$ cat config.mk
export PLATFORM = sky130hd
export DESIGN_NAME = instr_pack
export DESIGN_NICKNAME = d
export VERILOG_FILES = /design/src/rtl/instr_pack.sv
export SDC_FILE = /design/constraint.sdc
export NUM_CORES = 1
export LEC_CHECK = 0
export BUFFER_PORTS_ARGS = -buffer_cell sky130_fd_sc_hd__buf_2
export CAP_MARGIN = 20
export CORE_ASPECT_RATIO = 0.9
export CORE_MARGIN = 5
export CORE_UTILIZATION = 50
export CTS_CLUSTER_SIZE = 40
export DETAILED_ROUTE_END_ITERATION = 8
export MAX_ROUTING_LAYER = met4
export PLACE_DENSITY = 0.75
export SLEW_MARGIN = 40
export SYNTH_ARGS = -nofsm -noshare
export SYNTH_HDL_FRONTEND = slang
export SYNTH_SLANG_ARGS = --single-unit
$ cat constraint.sdc
create_clock -name clk_i -period 2.75 [get_ports clk_i]
set_input_delay 0.55 -clock clk_i [delete_from_list [all_inputs] [get_ports clk_i]]
set_output_delay 0.55 -clock clk_i [all_outputs]
set_load 0.02 [all_outputs]
$ cat src/rtl/instr_pack.sv
// instr_pack: packs a stream of 16/32-bit RISC-V instructions into aligned
// 32-bit fetch words; a 32-bit instruction may straddle two words.
module instr_pack #(
    parameter int unsigned FETCH_WIDTH = 32,
    parameter int unsigned VLEN        = 39,
    parameter logic [15:0] NOP_HALF    = 16'h0001
) (
    input  logic                   clk_i,
    input  logic                   rst_ni,
    input  logic                   flush_i,
    input  logic [VLEN-1:0]        flush_addr_i,
    input  logic                   drain_i,
    input  logic                   instr_valid_i,
    output logic                   instr_ready_o,
    input  logic [31:0]            instr_i,
    output logic                   valid_o,
    input  logic                   ready_i,
    output logic [VLEN-1:0]        address_o,
    output logic [FETCH_WIDTH-1:0] data_o,
    output logic                   unaligned_o
);

    typedef enum logic {
        EMPTY,
        HALF
    } state_e;

    state_e                 state_q, state_d;
    logic [15:0]            hb_q, hb_d;
    logic                   pend_unal_q, pend_unal_d;
    logic [VLEN-1:0]        addr_cnt_q;
    logic                   free, accept, is_c, do_drain;
    logic                   emit, emit_unal;
    logic [FETCH_WIDTH-1:0] emit_data;
    logic                   unused_addr_lsb;

    assign unused_addr_lsb = ^flush_addr_i[1:0];

    assign free          = !valid_o || ready_i;
    assign instr_ready_o = free && !flush_i;
    assign accept        = instr_valid_i && instr_ready_o;
    assign is_c          = instr_i[1:0] != 2'b11;
    assign do_drain      = drain_i && !instr_valid_i && free && !flush_i
                           && (state_q == HALF);

    always_ff @(posedge clk_i) begin
        if (!rst_ni) begin
            state_q <= EMPTY;
        end else if (flush_i) begin
            state_q <= EMPTY;
        end else begin
            state_q <= state_d;
        end
    end

    always_comb begin
        state_d = state_q;
        unique case (state_q)
            EMPTY: if (accept && is_c) state_d = HALF;
            HALF:  if ((accept && is_c) || do_drain) state_d = EMPTY;
            default: state_d = EMPTY;
        endcase
    end

    // In HALF the buffered half always forms the low half of the next word.
    always_comb begin
        emit        = 1'b0;
        emit_data   = instr_i;
        emit_unal   = 1'b0;
        hb_d        = hb_q;
        pend_unal_d = pend_unal_q;
        unique case (state_q)
            EMPTY: begin
                if (accept) begin
                    if (is_c) begin
                        hb_d        = instr_i[15:0];
                        pend_unal_d = 1'b0;
                    end else begin
                        emit = 1'b1;
                    end
                end
            end
            HALF: begin
                emit_data = {instr_i[15:0], hb_q};
                emit_unal = pend_unal_q;
                if (accept) begin
                    emit = 1'b1;
                    if (!is_c) begin
                        hb_d        = instr_i[31:16];
                        pend_unal_d = 1'b1;
                    end
                end else if (do_drain) begin
                    emit      = 1'b1;
                    emit_data = {NOP_HALF, hb_q};
                end
            end
            default: ;
        endcase
    end

    always_ff @(posedge clk_i) begin
        if (!rst_ni) begin
            hb_q        <= '0;
            pend_unal_q <= 1'b0;
            addr_cnt_q  <= '0;
            valid_o     <= 1'b0;
            data_o      <= '0;
            address_o   <= '0;
            unaligned_o <= 1'b0;
        end else if (flush_i) begin
            pend_unal_q <= 1'b0;
            addr_cnt_q  <= {flush_addr_i[VLEN-1:2], 2'b00};
            valid_o     <= 1'b0;
        end else begin
            hb_q        <= hb_d;
            pend_unal_q <= pend_unal_d;
            if (emit) begin
                valid_o     <= 1'b1;
                data_o      <= emit_data;
                address_o   <= addr_cnt_q;
                unaligned_o <= emit_unal;
                addr_cnt_q  <= addr_cnt_q + VLEN'(4);
            end else if (ready_i) begin
                valid_o <= 1'b0;
            end
        end
    end

endmodule
==> results.cfg <==
[final_layout]
syn_to_final_growth_pct = 26.3
fin_nets = 913
fill_cells = 1002
utilization_pct = 64.2
layout-drive-gt1-share_pct = 25.1

[placement]
io_buffers = 146
post-dp-hpwl_microns = 11600
routabilityCongestion = 0.915

[floorplan]
die_y_microns = 112
die_area_sq_mm = 0.0138
die_x_microns = 123
start_util_pct = 50.9
core_sq_mm = 0.0114
ios = 151
rows = 37

[worst_setup_path]
startpoint_type = flop
critPathCaptureType = flop
max_stage_delay_ps = 530
worst_r2r_path_depth = 6
cp_data_required_time_ps = 3090
cp_max_fo = 5
arrival_ps = 2640
slowest_stage = or4b_1
r2r_start = addr_cnt_q[2]$_SDFFE_PN0P_
startpoint = addr_cnt_q[2]$_SDFFE_PN0P_
crit_path_cell_trace = ha_1 > nand4_2 > nor4_4 > nand2_2 > or4b_1 > a31oi_1
worstSetupPathType = reg2reg

[cts]
htreeDepth = 4
cts-resized-gates = 0
post-cts-setup-buffers = 0
hold_buffers = 0
clock_path_buffers = 2
cts.sinks = 126
clk_pin_slew_ps = 60
cts_tree = done
ctsRootBufferMaster = clkbuf_16
cts_buffers = 17
clock_latency_ps = 420

[routing]
drc = 0
detail_route.vias_per_cell = 5.86
dr.first_iter.drc_count = 503
dr.pass1.iters = 5
routed_wl_microns = 16900
wl_per_cell_microns = 16.8
vias = 5903
ant_nets = 0

[sta]
hold_viol = 0
min_period_ps = 2300
timing.final.crit_share_pct = 83.8
slew_headroom_pct = 56.3
setup_violations = 0
slew_violations = 0
grt_setup_unrepaired = no
clock.fmax_mhz = 434
skew_ps = 8.31
fin_setup_tns_ps = 0
worst_pin_slew_ps = 654

[logic_synthesis]
synth_area_leaders = dfxtp_1 44%, nand2_1 7.1%, a21oi_1 6.6%
synth_ff_type = dfxtp_1
synth.most_common_cell = dfxtp_1
yosysWarnings = 0
ys_seq_area_share_pct = 43.6
yosysTopAreaCell = dfxtp_1
synth_top_cell_area_share_pct = 43.6
netlist_instances = 705
syn_area_sq_mm = 0.00579
ys_types = 68
postSynthAreaPerCell_sq_um = 8.22
synth-seq-cells = 126
ys_top_cells_by_count = 126 x dfxtp_1, 109 x nand2_1, 76 x a21oi_1
synth-edff-count = 0
synthArstFlopShare_pct = 0

[hold_path]
min_from = flush_addr_i[25]
hold_depth = 3
hold_path_class = in2reg

[power_and_ir_drop]
peakVddDrop_mv = 0.405
p_leak_nw = 2.90
power_density_mw_per_mm2 = 671

[grt]
grt_pass1_vias = 5702
grt_antenna_before_repair = 4
grt_overflow = 0
grt_max_degree = 59
grt_pass1_wl_microns = 27100
globalRouteTotalUtil_pct = 24.9

[outcome]
status = finished, final reports clean

[job]
drv_cap = 0
[layout make-up]
cell class / count / area [sq um] / area share, %
diodes: 4 / 10.0 / 0.137
clock buffers: 21 / 470 / 6.43
clock inverters: 10 / 185 / 2.53
inverters: 6 / 22.5 / 0.308
multi-input cells: 517 / 3000 / 40.9
flip-flops and latches: 126 / 2520 / 34.5
well taps: 156 / 195 / 2.67
repair buffers: 167 / 913 / 12.5
[power by group]
group / internal (mW) / total, mW / switching [mW] / leakage [nW]
Sequential: 1.91 / 1.99 / 0.0780 / 1.03
Clock: 1.67 / 2.48 / 0.805 / 0.307
Combinational: 0.175 / 0.448 / 0.273 / 1.56
[through the flow]
step	instance area [sq um]	power (mW)	worst slack [ps]	hold slack, ps	cells
3_5_place_dp	6650	2.46	313	444	972
2_1_floorplan	5800	2.29	676	446	706
5_1_grt	7320	5.08	297	400	1007
6_report	7320	4.91	446	399	1007
3_3_place_gp	6650	2.44	366	437	972
4_1_cts	7310	4.92	482	388	1003
[per-layer routing]
layer / wire, microns / vias up / global-route usage, %
met5: 0 / - / -
met4: 459 / 0 / 10.6
met3: 1090 / 33 / 6.05
met2: 7840 / 247 / 38.6
met1: 7530 / 2790 / 30.9
li1: - / 2833 / -
[cell usage in the layout, fill, tap and decap left out, drive strengths merged, types with 4 or more instances in the layout]
cell / n
buf: 167
dfxtp: 126
nand2: 110
a21oi: 76
nor2: 63
a211oi: 37
nor3: 35
o21ai: 24
clkbuf: 21
nor2b: 18
nand3: 18
a221oi: 15
nand4: 10
a31oi: 9
nor4: 9
o31a: 6
o2111ai: 6
o211a: 5
or3: 5
o211ai: 5
bufinv: 5
inv: 5
diode: 4
and3: 4
and4: 4
o21a: 4
xnor2: 4
a311oi: 4
clkinvlp: 4
[worst max-delay path, delay by kind of cell (launching register included)]
kind	cells	cell delay [ps]
DFF	1	410
and+or+nand+nor	4	1330
adders and majority gates	1	300
AOI/OAI and AO/OA	1	180
[final timing paths]
| kind | to | slack [ps] |
|---|---|---|
| max | addr_cnt_q[34]$_SDFFE_PN0P_ | 450 |
| min | addr_cnt_q[25]$_SDFFE_PN0P_ | 400 |
| min reg2reg | address_o[6]$_SDFFE_PN0P_ | 440 |
| max reg2reg | addr_cnt_q[34]$_SDFFE_PN0P_ | 450 |
[flip-flops by register name (all words and copies together), names as in the netlist]
| signal | flops |
|---|---|
| addr_cnt_q | 37 |
| address_o | 37 |
| data_o | 32 |
| hb_q | 16 |
| pend_unal_q | 1 |
| state_q | 1 |
| unaligned_o | 1 |
| valid_o | 1 |
[cells by family after synthesis]
family	share of synthesized area, %
xor gates and xnor gates	1.06
muxes	0.713
and+or+nand+nor	24.2
other	0.0647
adders and majority gates	0.216
AOI/OAI and AO/OA	25.2
buffers and inverters	4.99
DFF	43.6
Note: power is estimated with default switching activity, not from simulation.
